### src/rtl/core_pkg.sv
// Shared decode definitions for the 32-bit MIPS-subset core: opcode/funct codes,
// control-path encodings, the cpath bundle and the instruction field split.
package core_pkg;

  localparam logic [5:0] OP_RTYPE = 6'h00;
  localparam logic [5:0] OP_J     = 6'h02;
  localparam logic [5:0] OP_BEQ   = 6'h04;
  localparam logic [5:0] OP_BNE   = 6'h05;
  localparam logic [5:0] OP_BLEZ  = 6'h06;
  localparam logic [5:0] OP_BGTZ  = 6'h07;
  localparam logic [5:0] OP_ADDI  = 6'h08;
  localparam logic [5:0] OP_ADDIU = 6'h09;
  localparam logic [5:0] OP_SLTI  = 6'h0A;
  localparam logic [5:0] OP_SLTIU = 6'h0B;
  localparam logic [5:0] OP_ANDI  = 6'h0C;
  localparam logic [5:0] OP_ORI   = 6'h0D;
  localparam logic [5:0] OP_XORI  = 6'h0E;
  localparam logic [5:0] OP_LUI   = 6'h0F;
  localparam logic [5:0] OP_LB    = 6'h20;
  localparam logic [5:0] OP_LH    = 6'h21;
  localparam logic [5:0] OP_LW    = 6'h23;
  localparam logic [5:0] OP_LBU   = 6'h24;
  localparam logic [5:0] OP_LHU   = 6'h25;
  localparam logic [5:0] OP_SB    = 6'h28;
  localparam logic [5:0] OP_SH    = 6'h29;
  localparam logic [5:0] OP_SW    = 6'h2B;

  localparam logic [5:0] FN_ADD   = 6'h20;
  localparam logic [5:0] FN_ADDU  = 6'h21;
  localparam logic [5:0] FN_SUB   = 6'h22;
  localparam logic [5:0] FN_AND   = 6'h24;
  localparam logic [5:0] FN_OR    = 6'h25;
  localparam logic [5:0] FN_XOR   = 6'h26;
  localparam logic [5:0] FN_SLT   = 6'h2A;
  localparam logic [5:0] FN_SLTU  = 6'h2B;
  // lui has no R-type twin; use an unassigned funct slot as its ALU code
  localparam logic [5:0] FN_LUI   = 6'h3F;

  typedef enum logic [1:0] {
    RSRC_ALU = 2'd0,
    RSRC_MEM = 2'd1
  } reg_src_e;

  typedef enum logic [1:0] {
    RDST_NONE = 2'd0,
    RDST_RD   = 2'd1,
    RDST_RT   = 2'd2
  } reg_dst_e;

  typedef enum logic [1:0] {
    ASRC_REG  = 2'd0,
    ASRC_SEXT = 2'd1,
    ASRC_ZEXT = 2'd2
  } alu_src_e;

  typedef struct packed {
    reg_src_e    reg_src;
    reg_dst_e    reg_dst;
    logic        reg_wr;
    logic [5:0]  alu_op;
    alu_src_e    alu_src;
    logic        excp;
  } cpath_t;

  localparam int CPATH_W = $bits(cpath_t);

  typedef struct packed {
    logic [5:0] op;
    logic [4:0] rs;
    logic [4:0] rt;
    logic [4:0] rd;
    logic [4:0] shamt;
    logic [5:0] funct;
  } inst_f_t;

  function automatic inst_f_t split_inst(input logic [31:0] inst);
    return inst_f_t'(inst);
  endfunction

endpackage

### src/rtl/decode_rom.sv
// Combinational opcode/funct decoder: control bundle, resolved write index,
// extended immediate and instruction class flags.
module decode_rom
  import core_pkg::*;
(
  input  logic [31:0] inst_i,
  output cpath_t      cpath_o,
  output logic [4:0]  rs_o,
  output logic [4:0]  rt_o,
  output logic [4:0]  wr_idx_o,
  output logic [31:0] imm_o,
  output logic        is_branch_o,
  output logic        is_load_o,
  output logic        is_store_o,
  output logic        rt_used_o
);

  inst_f_t     f;
  logic [15:0] imm16;
  cpath_t      cp;
  logic [4:0]  wr_idx;

  assign f     = split_inst(inst_i);
  assign imm16 = {f.rd, f.shamt, f.funct};

  always_comb begin
    cp          = '0;
    is_branch_o = 1'b0;
    is_load_o   = 1'b0;
    is_store_o  = 1'b0;
    rt_used_o   = 1'b0;
    case (f.op)
      OP_RTYPE: begin
        cp.reg_wr  = 1'b1;
        cp.reg_dst = RDST_RD;
        cp.alu_op  = f.funct;
        rt_used_o  = 1'b1;
      end
      OP_J: cp.alu_op = '0;
      OP_BEQ, OP_BNE: begin
        cp.alu_op   = FN_SUB;
        is_branch_o = 1'b1;
        rt_used_o   = 1'b1;
      end
      OP_BLEZ, OP_BGTZ: begin
        cp.alu_op   = FN_ADD;
        is_branch_o = 1'b1;
        rt_used_o   = 1'b1;
      end
      OP_ADDI, OP_ADDIU, OP_SLTI, OP_SLTIU: begin
        cp.reg_wr  = 1'b1;
        cp.reg_dst = RDST_RT;
        cp.alu_src = ASRC_SEXT;
        case (f.op)
          OP_ADDI:  cp.alu_op = FN_ADD;
          OP_ADDIU: cp.alu_op = FN_ADDU;
          OP_SLTI:  cp.alu_op = FN_SLT;
          default:  cp.alu_op = FN_SLTU;
        endcase
      end
      OP_ANDI, OP_ORI, OP_XORI, OP_LUI: begin
        cp.reg_wr  = 1'b1;
        cp.reg_dst = RDST_RT;
        cp.alu_src = ASRC_ZEXT;
        case (f.op)
          OP_ANDI: cp.alu_op = FN_AND;
          OP_ORI:  cp.alu_op = FN_OR;
          OP_XORI: cp.alu_op = FN_XOR;
          default: cp.alu_op = FN_LUI;
        endcase
      end
      OP_LB, OP_LH, OP_LW, OP_LBU, OP_LHU: begin
        cp.reg_wr  = 1'b1;
        cp.reg_dst = RDST_RT;
        cp.reg_src = RSRC_MEM;
        cp.alu_src = ASRC_SEXT;
        cp.alu_op  = FN_ADD;
        is_load_o  = 1'b1;
      end
      OP_SB, OP_SH, OP_SW: begin
        cp.alu_src = ASRC_SEXT;
        cp.alu_op  = FN_ADD;
        is_store_o = 1'b1;
        rt_used_o  = 1'b1;
      end
      default: cp.excp = 1'b1;
    endcase

    wr_idx = 5'd0;
    if (cp.reg_wr) begin
      wr_idx = (cp.reg_dst == RDST_RD) ? f.rd : f.rt;
    end
    // $zero is never a real destination, so a write there is dropped entirely
    if (wr_idx == 5'd0) begin
      cp.reg_wr = 1'b0;
    end
  end

  assign cpath_o  = cp;
  assign wr_idx_o = wr_idx;
  assign rs_o     = f.rs;
  assign rt_o     = f.rt;
  assign imm_o    = (cp.alu_src == ASRC_ZEXT) ? {16'h0000, imm16}
                                              : {{16{imm16[15]}}, imm16};

endmodule

### src/rtl/decode_stage.sv
// Registered decode stage between fetch and execute: valid/ready handshake,
// load-use interlock scoreboard and halt-on-illegal-opcode FSM.
module decode_stage
  import core_pkg::*;
#(
  parameter int XLEN     = 32,
  parameter int REG_AW   = 5,
  parameter int LOAD_LAT = 1
) (
  input  logic               clk,
  input  logic               rst_n,
  input  logic               flush,
  input  logic               in_valid,
  output logic               in_ready,
  input  logic [XLEN-1:0]    in_inst,
  input  logic [XLEN-1:0]    in_pc,
  output logic               out_valid,
  input  logic               out_ready,
  output logic [CPATH_W-1:0] out_cpath,
  output logic [REG_AW-1:0]  out_rs,
  output logic [REG_AW-1:0]  out_rt,
  output logic [REG_AW-1:0]  out_wr_idx,
  output logic [XLEN-1:0]    out_imm,
  output logic [XLEN-1:0]    out_pc,
  output logic               out_is_branch,
  output logic               out_is_load,
  output logic               out_is_store,
  output logic               halted
);

  if (XLEN != 32) begin : g_xlen_chk
    $error("decode_stage: XLEN must be 32");
  end
  if (REG_AW != 5) begin : g_reg_aw_chk
    $error("decode_stage: REG_AW must be 5");
  end
  if (LOAD_LAT < 0 || LOAD_LAT > 3) begin : g_lat_chk
    $error("decode_stage: LOAD_LAT must be in 0..3");
  end

  localparam logic [0:0] ST_RUN  = 1'b0;
  localparam logic [0:0] ST_HALT = 1'b1;
  localparam logic [1:0] LAT_C   = 2'(LOAD_LAT);

  logic [0:0]        state_q, state_d;
  logic              out_valid_q, out_valid_d;
  logic [1:0]        age_q, age_d;
  logic [REG_AW-1:0] ld_idx_q, ld_idx_d;

  cpath_t            cp_q;
  logic [REG_AW-1:0] rs_q, rt_q, wr_idx_q;
  logic [XLEN-1:0]   imm_q, pc_q;
  logic              br_q, ld_q, st_q;

  cpath_t            dec_cp;
  logic [REG_AW-1:0] dec_rs, dec_rt, dec_wr;
  logic [XLEN-1:0]   dec_imm;
  logic              dec_br, dec_ld, dec_st, dec_rt_used;

  logic hazard, in_fire, out_fire;

  decode_rom u_rom (
    .inst_i      (in_inst),
    .cpath_o     (dec_cp),
    .rs_o        (dec_rs),
    .rt_o        (dec_rt),
    .wr_idx_o    (dec_wr),
    .imm_o       (dec_imm),
    .is_branch_o (dec_br),
    .is_load_o   (dec_ld),
    .is_store_o  (dec_st),
    .rt_used_o   (dec_rt_used)
  );

  // A recorded load only ever holds a nonzero index, but $zero sources are
  // excluded explicitly so the interlock never depends on that invariant.
  assign hazard = (age_q != 2'd0) && in_valid &&
                  (((dec_rs != '0) && (dec_rs == ld_idx_q)) ||
                   (dec_rt_used && (dec_rt != '0) && (dec_rt == ld_idx_q)));

  assign in_ready = rst_n && !flush && (state_q == ST_RUN) &&
                    (!out_valid_q || out_ready) && !hazard;
  assign in_fire  = in_valid && in_ready;
  assign out_fire = out_valid_q && out_ready;

  always_comb begin
    state_d     = state_q;
    out_valid_d = out_valid_q;
    age_d       = age_q;
    ld_idx_d    = ld_idx_q;
    if (flush) begin
      out_valid_d = 1'b0;
      age_d       = 2'd0;
      state_d     = ST_RUN;
    end else begin
      if (in_fire) begin
        out_valid_d = 1'b1;
      end else if (out_ready) begin
        out_valid_d = 1'b0;
      end
      // a fresh load restarts the countdown even if the old one was expiring
      if (in_fire && dec_ld && (dec_wr != '0)) begin
        ld_idx_d = dec_wr;
        age_d    = LAT_C;
      end else if (out_ready && (age_q != 2'd0)) begin
        age_d = age_q - 2'd1;
      end
      if (out_fire && cp_q.excp) begin
        state_d = ST_HALT;
      end
    end
  end

  always_ff @(posedge clk) begin
    if (!rst_n) begin
      state_q     <= ST_RUN;
      out_valid_q <= 1'b0;
      age_q       <= 2'd0;
      ld_idx_q    <= '0;
      cp_q        <= '0;
      rs_q        <= '0;
      rt_q        <= '0;
      wr_idx_q    <= '0;
      imm_q       <= '0;
      pc_q        <= '0;
      br_q        <= 1'b0;
      ld_q        <= 1'b0;
      st_q        <= 1'b0;
    end else begin
      state_q     <= state_d;
      out_valid_q <= out_valid_d;
      age_q       <= age_d;
      ld_idx_q    <= ld_idx_d;
      if (in_fire) begin
        cp_q     <= dec_cp;
        rs_q     <= dec_rs;
        rt_q     <= dec_rt;
        wr_idx_q <= dec_wr;
        imm_q    <= dec_imm;
        pc_q     <= in_pc;
        br_q     <= dec_br;
        ld_q     <= dec_ld;
        st_q     <= dec_st;
      end
    end
  end

  assign out_valid     = out_valid_q;
  assign out_cpath     = cp_q;
  assign out_rs        = rs_q;
  assign out_rt        = rt_q;
  assign out_wr_idx    = wr_idx_q;
  assign out_imm       = imm_q;
  assign out_pc        = pc_q;
  assign out_is_branch = br_q;
  assign out_is_load   = ld_q;
  assign out_is_store  = st_q;
  assign halted        = (state_q == ST_HALT);

endmodule

### config.mk
export PLATFORM = sky130hd
export DESIGN_NAME = decode_stage
export DESIGN_NICKNAME = d
export VERILOG_FILES = /design/src/rtl/core_pkg.sv /design/src/rtl/decode_rom.sv /design/src/rtl/decode_stage.sv
export SDC_FILE = /design/constraint.sdc
export NUM_CORES = 1
export LEC_CHECK = 0
export CORE_MARGIN = 1
export CORE_UTILIZATION = 43
export CTS_BUF_LIST = sky130_fd_sc_hd__clkbuf_16
export DETAILED_ROUTE_END_ITERATION = 16
export GPL_TIMING_DRIVEN = 0
export PLACE_DENSITY = 0.79
export SYNTH_ARGS = -nofsm -noshare
export SYNTH_HDL_FRONTEND = slang
export SYNTH_SLANG_ARGS = --single-unit
### constraint.sdc
create_clock -name clk -period 2.6 [get_ports clk]
set_clock_uncertainty 0.1 [all_clocks]
set_input_delay 0.52 -clock clk [delete_from_list [all_inputs] [get_ports clk]]
set_output_delay 0.52 -clock clk [all_outputs]
set_load 0.02 [all_outputs]
==> impl_metrics.py, run 1 <==
metrics = {
    "outcome": {
        "status": "finished with violations",
        "failed_checks": "negative setup slack",
    },
    "placed_design": {
        "post-place-ws_ns": -0.924,
        "place.gp.congestion": 0.883,
        "dp_hpwl_um": 9350,
        "portBuffers": 165,
    },
    "sta": {
        "fin_crit_sh_pct": 104,
        "hold_viol_final": 0,
        "timing.final.ws_setup_ns": -0.0997,
        "rsz0062_at_grt": "true",
        "period_needed_ns": 2.70,
        "totalNegativeSetupSlack_ns": -0.0997,
        "setup_viol": 1,
        "slew_viol_final": 0,
        "max_clock_freq_ghz": 0.370,
        "maxSlewHeadroom_pct": 57.3,
        "worst_slew_pin_slew_ns": 0.641,
    },
    "layout": {
        "final_cell_mix": "156 x clkdlybuf4s50_1, 86 x dfxtp_1, 80 x nand2_1",
        "fillers": 709,
        "syn_to_final_growth_pct": 55.9,
        "layout-drive-gt1-share_pct": 13.6,
        "num-nets-final": 751,
        "final_common_cell": "clkdlybuf4s50_1",
    },
    "job": {
        "drv_cap": 0,
    },
    "grt": {
        "grt_pass1_vias": 4276,
        "grt_pass1_wl_um": 20300,
        "grt_util_all_layers_pct": 26.3,
        "grt-ovfl-total": 0,
        "grt_start_max_net_pins": 18,
        "antenna_found_initial": 1,
    },
    "floorplan": {
        "rows": 34,
        "io_pins": 168,
        "core-area_sq_um": 8890,
        "die-area_sq_um": 9710,
        "initial_utilization_pct": 45.1,
        "die_w_um": 98.6,
        "die_h_um": 98.6,
    },
    "synth": {
        "ys_ff_latch": 88,
        "synth_nets": 569,
        "synth_cells": 499,
        "netlist_area_sq_um": 4010,
        "yosysWarnings": 0,
        "synth_flop_cell": "dfxtp_1",
        "ys_types": 46,
        "synth_edf_count": 0,
        "synthArstFlopShare_pct": 0,
        "ys_seq_area_share_pct": 43.9,
        "avgSynthCellArea_sq_um": 8.03,
    },
    "min_path": {
        "hold_class": "reg -> reg",
    },
    "cts": {
        "clk_latency_ns": 0.34,
        "cts_max_path_buffers": 2,
        "htreeDepth": 3,
        "ctsHoldBuffers": 0,
        "cts.sinks": 88,
        "cts_buffers": 9,
        "cts_tree": "yes",
        "clkTransAtPathRegs_ns": 0.07,
        "cts_root_buf": "clkbuf_16",
    },
    "critical_path": {
        "crit_family": "simple AND/OR/NAND/NOR gates",
        "cp_num_buf_inv": 2,
        "crit_path_top_delay_cell": "or4_4",
        "path_max_fanout": 3,
        "arrival_ns": 2.08,
        "critPathKind": "reg -> out",
        "endpoint_kind": "output port",
        "critPathMaxStageDelay_ns": 0.44,
        "start_kind": "flop",
        "cp_cell_sequence": "inv_1, ha_2, or4_4, nor4_4, o21ai_2, nor4b_4, buf_4",
        "worst_ep_required_time_ns": 1.98,
    },
    "route": {
        "vias": 4387,
        "drt-initial-drc-count": 271,
        "remaining_drc_errors": 0,
        "drt-wirelength-per-cell_um": 16.4,
        "routed_wl_um": 13100,
        "drtPass1Iterations": 5,
        "ant_nets": 0,
        "vias_per_cell": 5.52,
    },
    "power_and_ir_drop": {
        "leakagePower_nw": 2.36,
        "power_density_nw_per_um2": 521,
        "peakVddDrop_mv": 0.418,
    },
}
## cell usage after synthesis (9+ instances only)
cell / n / area, sq um
a211oi_1: 9 / 67.6
nand2b_1: 10 / 62.6
mux2i_1: 12 / 120
a21oi_1: 22 / 110
nand3_1: 67 / 335
xnor2_1: 9 / 78.8
nor2_1: 10 / 37.5
nand2_1: 80 / 300
buf_2: 18 / 90.1
clkbuf_1: 18 / 67.6
o21ai_0: 76 / 380
buf_4: 19 / 143
dfxtp_1: 88 / 1760
## repair_timing
item	CTS	global route
buffers inserted	4	4
endpoints found under the setup margin	85	67
resized for setup	30	27
pin swaps	5	7
## sequential cells by signal, indices dropped and copies added, names as in the netlist
signal and cells:
halted 1, out_cpath 13, out_imm 17, out_valid 1, out_wr_idx 5, out_is_store 1
out_is_branch 1, out_rs 5, ld_idx_q 5, out_rt 5, age_q 2, out_pc 32
## power breakdown
group / total [mW] / switching, mW / internal [mW]
registers: 1.44 / 0.0344 / 1.41
logic: 0.585 / 0.293 / 0.292
clock network: 1.23 / 0.572 / 0.658
## through the flow
step / cells / util [%] / hold slack, ns / cell area, sq um / power [mW]
after floorplan: 499 / - / 0.373 / 4020 / 1.73
after global placement: 772 / 65.3 / 0.343 / 5800 / 2.02
after detailed placement: 772 / 65.3 / 0.351 / 5800 / 2.03
after CTS: 792 / 69.3 / 0.360 / 6160 / 3.25
after global routing: 795 / 70.3 / 0.379 / 6250 / 3.38
final: 795 / 70.3 / 0.355 / 6250 / 3.25
## final timing paths
| check | cells past startpoint | slack [ns] | start | endpoint |
|---|---|---|---|---|
| worst max-delay path | 7 | -0.1 | age_q[1] | in_ready |
| worst min-delay path | 2 | 0.35 | out_imm[11] | out_imm[11] |
| worst max register to register | 8 | 0.16 | age_q[1] | out_rs[4] |
| worst min register to register | 2 | 0.35 | out_imm[11] | out_imm[11] |
## worst min-delay path, stage by stage, from the launching register on
cell,delay (ns)
dfxtp_1,0.31
nand2_1,0.05
o21ai_0,0.06
## final cells by class
| type | instances | area (sq um) | area share, % |
|---|---|---|---|
| clock buffers | 9 | 225 | 3.60 |
| inverters | 6 | 22.5 | 0.360 |
| flip-flops and latches | 88 | 1770 | 28.3 |
| diodes | 1 | 2.50 | 0.0400 |
| repair buffers | 173 | 1690 | 27.1 |
| multi-input cells | 348 | 2020 | 32.4 |
| plain buffers | 55 | 328 | 5.25 |
| well taps | 108 | 135 | 2.16 |
| clock inverters | 7 | 53.8 | 0.861 |
## per-layer routing
layer / part of all wire [%] / GRT usage, % / wire [um]
met1: 41 / 32.3 / 5330
met2: 49 / 44.0 / 6350
met3: 7.5 / 5.82 / 983
met4: 3.2 / 12.4 / 416
met5: 0 / 0 / 0
## logic make-up (layout without fill, tap and decap cells)
| kind of cell | Yosys count | after routing | share of synthesized area, % |
|---|---|---|---|
| flops | 88 | 88 | 43.9 |
| compound gates | 124 | 124 | 17.4 |
| fa+ha+maj | 1 | 1 | 0.312 |
| xor+xnor | 9 | 9 | 1.97 |
| simple gates | 201 | 201 | 24.8 |
| buf+inv | 63 | 250 | 8.46 |
| other cells | 1 | 2 | 0.0935 |
| mux | 12 | 12 | 3.00 |
Power figures use the tool's default switching activity.
==> run 2: changes to the inputs <==
TNS_END_PERCENT = 50   (was not set)
==> results of run 2 <==
Same layout as run 1: the final DEF is identical, and so are final timing and power.
==> run 3: changes to the inputs <==
CAP_MARGIN = 20   (was not set)
==> results of run 3 <==
Same layout as run 1: the final DEF is identical, and so are final timing and power.
